<file path="src/rtl/axis_gen_pkg.sv">
// axis_gen_pkg: types and constants for the AXI-Stream burst generator.
//   state_t       - generator FSM states
//   LFSR_POLY     - Galois feedback mask for x^32+x^22+x^2+x+1
//   DEFAULT_SEED  - reset value of LFSR lane 0
//   lfsr_step()   - one step of a 32-bit lane
package axis_gen_pkg;

  typedef enum logic [1:0] {
    S_IDLE = 2'd0,
    S_GAP  = 2'd1,
    S_SEND = 2'd2
  } state_t;

  // Right-shifting Galois form: taps 32,22,2,1 map to bits 31,21,1,0.
  localparam logic [31:0] LFSR_POLY    = 32'h8020_0003;
  localparam logic [31:0] DEFAULT_SEED = 32'hACE1_2468;

  function automatic logic [31:0] lfsr_step(input logic [31:0] q);
    return {1'b0, q[31:1]} ^ (q[0] ? LFSR_POLY : 32'h0);
  endfunction

endpackage

</file>
<file path="src/rtl/axis_gen_lfsr.sv">
// axis_gen_lfsr: one 32-bit Galois LFSR lane of the payload generator.
//   clk   - rising-edge clock
//   rst_n - asynchronous active-low reset, loads seed
//   seed  - reset value of this lane
//   step  - advance one position this cycle
//   q     - current lane value
module axis_gen_lfsr
  import axis_gen_pkg::*;
(
  input  logic        clk,
  input  logic        rst_n,
  input  logic [31:0] seed,
  input  logic        step,
  output logic [31:0] q
);

  always_ff @(posedge clk or negedge rst_n) begin
    if (!rst_n) begin
      q <= seed;
    end else if (step) begin
      q <= lfsr_step(q);
    end
  end

endmodule

</file>
<file path="src/rtl/axis_burst_gen.sv">
// axis_burst_gen: emits one AXI-Stream burst of burst_len+2 beats per start,
// after an optional idle gap. Payload is DATA_W/32 LFSR lanes; the last beat
// carries an MSB-aligned keep of a fixed or LFSR-derived byte count.
//   clk, rst_n      - clock, asynchronous active-low reset
//   start           - launch request, honoured only in IDLE
//   burst_len       - middle beat count (total beats = burst_len+2)
//   gap             - idle cycles between start and first beat
//   tail_bytes      - last-beat byte count (0 or >KEEP_W means full)
//   rand_keep       - take last-beat byte count from the LFSR instead
//   m_tready        - downstream ready
//   m_tvalid/tlast/tkeep/tdata - registered AXI-Stream master outputs
//   busy            - high outside IDLE
//   done            - one-cycle pulse after the last-beat handshake
//   dbg_state       - current FSM state
//
// Handshake: a beat transfers on a rising edge where m_tvalid & m_tready.
// Once m_tvalid is raised it stays high, with tdata/tkeep/tlast frozen,
// until that beat transfers; the beat counter and LFSRs move only then.
module axis_burst_gen
  import axis_gen_pkg::*;
#(
  parameter int          DATA_W = 32,
  parameter int          LEN_W  = 8,
  parameter int          GAP_W  = 10,
  parameter logic [31:0] SEED   = DEFAULT_SEED,
  localparam int         KEEP_W = DATA_W / 8,
  localparam int         TB_W   = $clog2(KEEP_W) + 1
) (
  input  logic              clk,
  input  logic              rst_n,
  input  logic              start,
  input  logic [LEN_W-1:0]  burst_len,
  input  logic [GAP_W-1:0]  gap,
  input  logic [TB_W-1:0]   tail_bytes,
  input  logic              rand_keep,
  input  logic              m_tready,
  output logic              m_tvalid,
  output logic              m_tlast,
  output logic [KEEP_W-1:0] m_tkeep,
  output logic [DATA_W-1:0] m_tdata,
  output logic              busy,
  output logic              done,
  output state_t            dbg_state
);

  localparam int              N_LANES = DATA_W / 32;
  localparam int              CNT_W   = LEN_W + 1;
  localparam logic [TB_W-1:0] KEEP_N  = TB_W'(KEEP_W);
  localparam logic [TB_W-1:0] ONE_N   = TB_W'(1);

  if (DATA_W < 32 || (DATA_W % 32) != 0) begin : g_bad_width
    $error("axis_burst_gen: DATA_W must be a positive multiple of 32");
  end

  state_t             state;
  logic [CNT_W-1:0]   cnt;       // index of the beat currently presented
  logic [GAP_W-1:0]   gap_cnt;
  logic [LEN_W-1:0]   len_q;
  logic [TB_W-1:0]    tb_q;
  logic               rk_q;

  logic [DATA_W-1:0]  lfsr_q;
  logic [DATA_W-1:0]  lfsr_nxt;
  logic               hs;

  // Description of the beat that will be loaded into the output registers.
  logic [CNT_W-1:0]   nb_idx;
  logic [DATA_W-1:0]  nb_data;
  logic [LEN_W-1:0]   nb_len;
  logic [TB_W-1:0]    nb_tb;
  logic               nb_rk;
  logic               nb_last;
  logic [TB_W-1:0]    nb_r;
  logic [TB_W-1:0]    nb_n;
  logic [KEEP_W-1:0]  nb_keep;

  assign hs        = m_tvalid & m_tready;
  assign busy      = (state != S_IDLE);
  assign dbg_state = state;

  for (genvar i = 0; i < N_LANES; i++) begin : g_lane
    axis_gen_lfsr u_lfsr (
      .clk   (clk),
      .rst_n (rst_n),
      .seed  (SEED ^ 32'(i)),
      .step  (hs),
      .q     (lfsr_q[i*32 +: 32])
    );
    // Lookahead so the beat after a handshake shows the stepped value.
    assign lfsr_nxt[i*32 +: 32] = lfsr_step(lfsr_q[i*32 +: 32]);
  end

  always_comb begin
    nb_len  = len_q;
    nb_tb   = tb_q;
    nb_rk   = rk_q;
    nb_data = lfsr_q;
    nb_idx  = '0;
    if (state == S_IDLE) begin
      // First beat straight out of IDLE: configuration not yet latched.
      nb_len = burst_len;
      nb_tb  = tail_bytes;
      nb_rk  = rand_keep;
    end else if (state == S_SEND) begin
      nb_data = lfsr_nxt;
      nb_idx  = cnt + CNT_W'(1);
    end
    nb_last = (nb_idx == ({1'b0, nb_len} + CNT_W'(1)));
    // Random byte count uses the low bits of lane 0 of the beat itself.
    nb_r    = {1'b0, nb_data[TB_W-2:0]};
    if (nb_rk) begin
      nb_n = (nb_r % KEEP_N) + ONE_N;
    end else if (nb_tb == '0 || nb_tb > KEEP_N) begin
      nb_n = KEEP_N;
    end else begin
      nb_n = nb_tb;
    end
    nb_keep = nb_last ? ~({KEEP_W{1'b1}} >> nb_n) : {KEEP_W{1'b1}};
  end

  always_ff @(posedge clk or negedge rst_n) begin
    if (!rst_n) begin
      state    <= S_IDLE;
      cnt      <= '0;
      gap_cnt  <= '0;
      len_q    <= '0;
      tb_q     <= '0;
      rk_q     <= 1'b0;
      m_tvalid <= 1'b0;
      m_tlast  <= 1'b0;
      m_tkeep  <= '0;
      m_tdata  <= '0;
      done     <= 1'b0;
    end else begin
      done <= 1'b0;
      case (state)
        S_IDLE: begin
          if (start) begin
            len_q <= burst_len;
            tb_q  <= tail_bytes;
            rk_q  <= rand_keep;
            cnt   <= '0;
            if (gap != '0) begin
              state   <= S_GAP;
              gap_cnt <= gap - GAP_W'(1);
            end else begin
              state    <= S_SEND;
              m_tvalid <= 1'b1;
              m_tdata  <= nb_data;
              m_tkeep  <= nb_keep;
              m_tlast  <= nb_last;
            end
          end
        end
        S_GAP: begin
          if (gap_cnt == '0) begin
            state    <= S_SEND;
            cnt      <= '0;
            m_tvalid <= 1'b1;
            m_tdata  <= nb_data;
            m_tkeep  <= nb_keep;
            m_tlast  <= nb_last;
          end else begin
            gap_cnt <= gap_cnt - GAP_W'(1);
          end
        end
        S_SEND: begin
          if (hs) begin
            if (m_tlast) begin
              state    <= S_IDLE;
              cnt      <= '0;
              m_tvalid <= 1'b0;
              m_tlast  <= 1'b0;
              m_tkeep  <= '0;
              m_tdata  <= '0;
              done     <= 1'b1;
            end else begin
              cnt     <= nb_idx;
              m_tdata <= nb_data;
              m_tkeep <= nb_keep;
              m_tlast <= nb_last;
            end
          end
        end
        default: begin
          state <= S_IDLE;
        end
      endcase
    end
  end

endmodule
</file>
<file path="config.mk">
export PLATFORM = sky130hd
export DESIGN_NAME = axis_burst_gen
export DESIGN_NICKNAME = d
export VERILOG_FILES = /design/src/rtl/axis_gen_pkg.sv /design/src/rtl/axis_gen_lfsr.sv /design/src/rtl/axis_burst_gen.sv
export SDC_FILE = /design/constraint.sdc
export NUM_CORES = 1
export LEC_CHECK = 0
export ABC_AREA = 1
export CAP_MARGIN = 20
export CORE_AREA = 5 5 127 141
export DETAILED_ROUTE_END_ITERATION = 7
export DIE_AREA = 0 0 132 146
export SLEW_MARGIN = 20
export SYNTH_ARGS = -nofsm -noshare
export SYNTH_HDL_FRONTEND = slang
export SYNTH_SLANG_ARGS = --single-unit
</file>
<file path="constraint.sdc">
create_clock -name clk -period 2.67 [get_ports clk]
set_input_delay 0.534 -clock clk [delete_from_list [all_inputs] [get_ports clk]]
set_output_delay 0.534 -clock clk [all_outputs]
set_load 0.02 [all_outputs]
</file>
==> flow_summary_export.csv, run 1 <==
group,metric,value,unit
outcome,status,"finished clean",
timing,max_clock_freq,428,MHz
critical_path,cp_max_fo,10,
min_path,worstHoldPathType,"in -> async",
grt,grt_pass1_vias,4236,
synth,synth_area,0.00555,sq mm
synth,synth.avg_cell_area,8.18,sq um
timing,clock_skew,0.00786,ns
detailed_routing,finalWirelength,12.4,mm
cells_and_area,fin_nets,769,
critical_path,cpMaxStageDelayCell,"clkdlybuf4s50_1",
place,place_inst,931,
cells_and_area,ff_latch_area,0.00262,sq mm
power,ir_worst_vdd,0.444,mV
cells_and_area,fin_cells,947,
floorplanning,rows,49,
floorplanning,boundaryPins,68,
critical_path,cp-end-kind,"output pin",
synth,syn_nets,709,
critical_path,cp-start-kind,"register",
synth,yosys_warnings,0,
detailed_routing,drc,0,
clock_network,cts_setup_buffers,0,
timing,period_minus_slack,2.34,ns
synth,synth_cells,678,
clock_network,cts_hold_buffers,0,
synth,ys_seq_area_frac,0.472,
timing,worstMarginPinSlew,0.800,ns
place,dp.final_hpwl,9.10,mm
grt,grt_max_degree,45,
flow_run,max-cap-violations,0,
grt,grt_antenna_before_repair,0,
detailed_routing,wl_per_cell,13.1,microns
timing,slew-limit-headroom,0.466,
floorplanning,die_w,132,microns
clock_network,clock_latency,0.35,ns
power,p_per_area,1240,mW/mm^2
grt,grt_pass1_wl,21.3,mm
clock_network,cts_resized,0,
synth,ys_ff_latch,104,
cells_and_area,syn_to_final_growth,20.3,%
detailed_routing,routed_via_density,4.69,
grt,overflow,0,
floorplanning,core_area,0.0162,sq mm
cells_and_area,n_fill_cell,1634,
timing,finalSetupViolCount,0,
timing,setup_tns,0,ns
place,place_area,0.00639,sq mm
detailed_routing,antenna_left,0,
detailed_routing,drt_pass1_iterations,5,
cells_and_area,diodes,0,
cells_and_area,drive_gt1_frac,0.148,
cells_and_area,multi_input_area,0.00247,sq mm
detailed_routing,routed-via-count,4442,
critical_path,worst_ep_required_time,2.14,ns
synth,synth_cell_types,40,
critical_path,critPathMaxStageDelay,0.62,ns
synth,synth-main-ff-cell,"dfrtp_1",
cells_and_area,utilization,0.411,
timing,grt_setup_unrepaired,"false",
floorplanning,die_y,146,microns
clock_network,cts_sinks,104,
cells_and_area,fin_area,0.00667,sq mm
timing,holdWs,0.154,ns
power,static-leakage-power,0.00295,uW
clock_network,clkSlewWorstSetupHoldPaths,0.07,ns
synth,synthArstFlopShare,1.00,
grt,grt_usage,0.132,
detailed_routing,drt_iter0_drc,247,
clock_network,cts_root_buffer,"clkbuf_16",
floorplanning,fp.dieArea,0.0193,sq mm
clock_network,cts_tree,"done",
critical_path,crit_chain,"inv_2 > nand2_4 > clkdlybuf4s50_1",
floorplanning,initial_core_util,0.341,
synth,synth-edff-count,0,
critical_path,crit_type,"reg -> out",
place,io_buffers,67,
critical_path,critPathTopFamily,"buffers and inverters",
clock_network,cts_buffer_depth,2,
clock_network,cts_made_buffers,9,
critical_path,crit_buf_inv,2,
timing,hold_violations,0,
clock_network,cts_htree_levels,3,
timing,period_share,0.875,
critical_path,crit_arrival,1.80,ns
place,gp_congestion,0.825,
timing,maxSlewViolCount,0,
stage by stage:
stage | total power [uW] | setup WS [ns]
5_1_grt | 9010 | 0.0716
4_1_cts | 8390 | 0.306
6_report | 8270 | 0.334
3_3_place_gp | 7010 | 0.171
3_5_place_dp | 7060 | 0.0909
2_1_floorplan | 5900 | 0.508
Yosys cell counts, drive strengths merged, types with 3 or more instances:
| cell type | number | area share |
|---|---|---|
| nand3 | 41 | 0.040 |
| a21oi | 12 | 0.012 |
| or2 | 3 | 0.0034 |
| nor3 | 3 | 0.0027 |
| ha | 5 | 0.011 |
| clkbuf | 14 | 0.0095 |
| xnor2 | 5 | 0.0079 |
| dfstp | 13 | 0.062 |
| mux2 | 6 | 0.012 |
| inv | 70 | 0.047 |
| dfrtp | 91 | 0.41 |
| nor2 | 49 | 0.042 |
| a31oi | 5 | 0.0056 |
| nand2 | 199 | 0.14 |
| nand4 | 3 | 0.0034 |
| a22oi | 28 | 0.038 |
| buf | 16 | 0.026 |
| o21ai | 104 | 0.11 |
cell usage in the layout (no fill, tap or decap), types with 2 or more instances in the layout:
master	netlist	layout
nor2_4	5	5
nand3_1	38	38
buf_4	1	11
inv_2	8	8
nand2_1	187	187
clkdlybuf4s50_1	0	66
nand3_2	3	3
o21ai_2	26	26
xor2_1	2	2
xnor2_1	5	5
a22oi_1	28	28
o21ai_0	59	59
or2_2	2	2
nand4_1	3	3
clkbuf_16	0	9
a31oi_1	5	5
nor2_1	40	39
ha_1	5	5
buf_12	0	2
nor2_2	4	5
nor3_1	3	3
o21ai_1	19	19
nand2_2	11	11
inv_6	0	3
inv_1	62	62
o31ai_1	2	2
dfrtp_1	91	91
a21oi_1	11	11
dfstp_2	13	13
mux2_2	6	6
cell families (layout without fill, tap and decap cells):
group	Yosys count	in the layout	synth area share
AND/OR/NAND/NOR	300	300	0.235
AO/OA/AOI/OAI	154	154	0.173
flip-flops	104	104	0.472
buffers and inverters	101	166	0.0835
XOR/XNOR	7	7	0.0111
multiplexers	7	7	0.0140
adder cells (fa/ha/maj)	5	5	0.0113
worst register-to-register path: stages (launching register included):
cell and delay [ns]:
dfrtp_1 0.51, nor2_4 0.29, nand2_1 0.10, nand2_2 0.12, ha_1 0.21, nand3_2 0.14
nor2_1 0.14, a21oi_1 0.08, nor2_1 0.09, nand3_1 0.13, nor2_4 0.15, nand3_1 0.09
nand2_1 0.11, nand2_1 0.06
registers in the layout, summed over array words and instances (netlist names):
register and cells:
cnt 9, dbg_state 2, done 1, g_lane.u_lfsr.q 32, gap_cnt 10, len_q 8
m_tdata 32, m_tkeep 4, m_tlast 1, m_tvalid 1, rk_q 1, tb_q 3
final timing paths:
kind	start	to	slack, ns	depth (start not counted)
max	dbg_state[0]	busy	0.33	3
min	rst_n	len_q[6]	0.15	1
max reg2reg	dbg_state[0]	m_tkeep[3]	0.35	13
min reg2reg	m_tdata[27]	m_tdata[27]	0.48	2
max in group asynchronous	rst_n	g_lane[0].u_lfsr.q[23]	1.75	2
min in group clk	m_tdata[27]	m_tdata[27]	0.48	2
layout make-up:
type	count	share of cell area
repair buffers	79	0.117
clock inverters	6	0.00769
flip-flops and latches	104	0.393
multi-input cells	473	0.370
well taps	204	0.0383
clock buffers	10	0.0343
inverters	71	0.0399
per-layer routing:
metal | up-vias | global-route usage | part of all wire
met2 | 80 | 0.195 | 0.44
met4 | 0 | 0.0401 | 0.011
met1 | 2006 | 0.191 | 0.51
li1 | 2348 | - | -
met3 | 8 | 0.0322 | 0.044
met5 | - | 0 | 0
report_power, final:
| group | total [uW] | switching (uW) | leakage [uW] | internal [uW] |
|---|---|---|---|---|
| combinational | 4210 | 2600 | 0.00151 | 1610 |
| sequential | 2760 | 511 | 0.00130 | 2250 |
| clock | 1290 | 639 | 0.000140 | 651 |
No activity file was read; power rests on OpenSTA's default activity.
==> run 2, diff against run 1 <==
- ABC_AREA: 1 -> not set
- CELL_PAD_IN_SITES_DETAIL_PLACEMENT: not set -> 2
- CELL_PAD_IN_SITES_GLOBAL_PLACEMENT: not set -> 2
- CORE_AREA: 5 5 127 141 -> 5 5 126 140
- DIE_AREA: 0 0 132 146 -> 0 0 131 145
- PLACE_DENSITY_LB_ADDON: not set -> 0.1
- clock period: 2.67 -> 2.4 ns (I/O delays scaled with it)
==> run 2 against run 1 <==
Against the previous run: sequential share of layout area shrank 3.7 points; power shrank 33%; critical path depth grew 4; wire length grew 39%; first-iteration DRC count shrank 18%; largest cell class is now multi-input gates; the run now ends with setup timing left; highest routed layer unchanged; sequential power shrank 19%; hold slack lost 0.031 ns; largest power group is now sequential cells; design area grew 11%; critical endpoint is now m_tkeep[2]; combinational power shrank 57%.
==> flow_summary_export.csv, run 2 <==
group,metric,value,unit
place,gp_congestion,0.817,
cells_and_area,fin_cells,891,
critical_path,endpoint,"m_tkeep[2]",
synth,synth_cell_types,65,
synth,yosysTopAreaCell,"dfrtp_1",
synth,yosys_warnings,0,
synth,synthArstFlopShare,1.00,
critical_path,cp-end-kind,"register",
critical_path,r2r_cells,7,
timing,grt_setup_unrepaired,"true",
clock_network,cts_buffer_depth,2,
cells_and_area,final_cell_mix,"dfrtp_1 (89), buf_4 (85), nand2_1 (64)",
grt,grt_max_degree,51,
critical_path,crit_type,"reg -> reg",
floorplanning,initial_core_util,0.341,
clock_network,cts_htree_levels,3,
power,static-leakage-power,0.00307,uW
synth,yosysTopAreaCellShare,0.416,
critical_path,r2r_end,"m_tkeep[2]",
power,p_switching,1870,uW
timing,max_clock_freq,333,MHz
outcome,status,"finished, violations left",
floorplanning,die_w,131,microns
synth,synth_cells,554,
critical_path,crit_buf_inv,0,
critical_path,r2r_slack,-0.60,ns
timing,finalSetupViolCount,5,
critical_path,crit_chain,"or4bb_1 > a222oi_1 > nor3b_2 > xnor3_1 > or4b_4 > nor4_4 > o221ai_2",
timing,setup_tns,-2.83,ns
floorplanning,fp.dieArea,0.0190,sq mm
detailed_routing,finalWirelength,17.3,mm
clock_network,cts_hold_buffers,0,
synth,ys_seq_area_frac,0.478,
critical_path,cp.depth,7,
detailed_routing,wl_per_cell,19.4,microns
timing,period_share,1.25,
cells_and_area,drive_gt1_frac,0.279,
critical_path,rr_startpoint,"dbg_state[1]",
synth,synth.avg_cell_area,9.89,sq um
power,p_per_area,750,mW/mm^2
synth,synth_area,0.00548,sq mm
detailed_routing,drc,0,
timing,holdWs,0.123,ns
critical_path,cp-start-kind,"register",
clock_network,cts_root_buffer,"clkbuf_16",
synth,ys_top_cells_by_area,"dfrtp_1 (42%), mux2_2 (9.0%), dfstp_2 (6.2%)",
place,dp.final_hpwl,12.6,mm
power,pwr-share-comb,0.329,
clock_network,clock_latency,0.36,ns
clock_network,cts_made_buffers,9,
detailed_routing,drt_pass1_iterations,4,
critical_path,critPathMaxStageDelay,0.55,ns
clock_network,cts_sinks,104,
power,p_int,3660,uW
cells_and_area,reg_top3,"g_lane.u_lfsr.q x32, m_tdata x32, gap_cnt x10",
clock_network,cts_tree,"done",
synth,ys_ff_latch,104,
power,ir_worst_vdd,0.326,mV
grt,grt_antenna_before_repair,0,
power,netSwitchingFraction,0.338,
grt,grt_pass1_vias,5539,
place,pre_cts_ws,-1.23,ns
detailed_routing,antenna_left,0,
flow_run,max-cap-violations,0,
min_path,worstHoldPathType,"in -> async",
cells_and_area,syn_to_final_growth,34.6,%
clock_network,clkSlewWorstSetupHoldPaths,0.08,ns
power,clockPowerShare,0.267,
grt,grt_pass1_wl,28.4,mm
outcome,violations,"setup timing",
floorplanning,die_y,145,microns
cells_and_area,layout_commonest_cell,"dfrtp_1",
timing,clock_skew,0.0111,ns
floorplanning,core_area,0.0161,sq mm
critical_path,cp_max_fo,4,
grt,grt_usage,0.187,
critical_path,worst_ep_required_time,2.63,ns
synth,synth-edff-count,0,
synth,syn_nets,585,
critical_path,crit_arrival,3.23,ns
synth,yosysMostFrequentCell,"dfrtp_1",
synth,synth_common_cells,"dfrtp_1 (91), nand2_1 (64), o21ai_0 (59), mux2_2 (44), clkbuf_1 (35)",
detailed_routing,routed_via_density,5.42,
timing,worstMarginPinSlew,0.602,ns
floorplanning,boundaryPins,68,
cells_and_area,diodes,0,
cells_and_area,n_fill_cell,1760,
timing,slew-limit-headroom,0.599,
detailed_routing,routed-via-count,4829,
critical_path,crit_path_start,"dbg_state[1]",
floorplanning,rows,49,
critical_path,critPathTopFamily,"simple AND/OR/NAND/NOR gates",
synth,synth-main-ff-cell,"dfrtp_1",
detailed_routing,drt_iter0_drc,202,
timing,hold_violations,0,
timing,period_minus_slack,3.00,ns
power,seqPwrFrac,0.405,
grt,overflow,0,
timing,maxSlewViolCount,0,
place,place_inst,869,
timing,timing.final.ws_setup,-0.601,ns
cells_and_area,fin_nets,713,
critical_path,cpMaxStageDelayCell,"or4b_4",
place,io_buffers,67,
## run 2: cell types whose count changed in the layout (fill, tap and decap cells not counted), sizes merged, moves of 8 or more
cell and delta:
nand2 -135, buf +77, inv -61, o21ai -41, mux2 +38, nand3 -32
nor2 -20, nor3 +14, a21oi +13, mux2i +12, nor4 +8
## run 2: area by class of cell
class                      instances  area, sq um  area share
inverter                          10         42.5     0.00577
multi-input combinational        401         2790       0.378
tap                              204          255      0.0346
clock buffer                      10          239      0.0324
sequential                       104         2620       0.356
timing repair buffer             156         1380       0.187
clock inverter                     6         50.0     0.00679
## run 2: routing by layer
metal,routed length (microns),global-route usage,share of wire
met2,9230,0.329,0.53
met3,418,0.0268,0.024
met1,7400,0.233,0.43
met4,239,0.0586,0.014
met5,0,0,0
## run 2: power groups by stage
stage / clock network, uW / logic [uW] / registers [uW]
2_1_floorplan: 0 / 890 / 2300
3_3_place_gp: 0 / 1640 / 2240
3_5_place_dp: 0 / 1730 / 2260
4_1_cts: 1530 / 1760 / 2230
5_1_grt: 1590 / 1990 / 2280
6_report: 1470 / 1820 / 2240
## run 2: timing repair
| action | 4_1_cts | 5_1_grt |
|---|---|---|
| gates resized for setup | 8 | 16 |
| pin swaps | 12 | 6 |
| buffers inserted | 1 | 5 |
| setup endpoints to repair | 8 | 8 |
| gates cloned | 0 | 0 |
## run 2: metrics by stage
stage	area, sq um	utilization	power (uW)
final	7370	0.459	5530
after global routing	7370	0.459	5860
after CTS	7260	0.452	5520
after detailed placement	6940	0.432	3990
after global placement	6940	0.432	3880
after floorplan	5560	-	3190
## run 2: cells by family (layout without fill, tap and decap cells)
logic type / Yosys count / count (layout) / share of synthesized area
simple gates: 162 / 162 / 0.147
compound gates: 161 / 161 / 0.185
flops: 104 / 104 / 0.478
mux: 57 / 57 / 0.114
buf+inv: 49 / 182 / 0.0365
xor+xnor: 16 / 16 / 0.0281
fa+ha+maj: 5 / 5 / 0.0114
## run 2: how the worst min path moves through the flow
stage                                   endpoint  cells after the start  slack, ns              startpoint
after floorplan                           cnt[0]                      0       0.18                   rst_n
after global placement               m_tdata[27]                      2       0.46             m_tdata[27]
after detailed placement  g_lane[0].u_lfsr.q[21]                      2       0.48  g_lane[0].u_lfsr.q[21]
after CTS                                tb_q[0]                      1       0.14                   rst_n
after global routing                     tb_q[0]                      1       0.17                   rst_n
final                                    tb_q[0]                      1       0.12                   rst_n
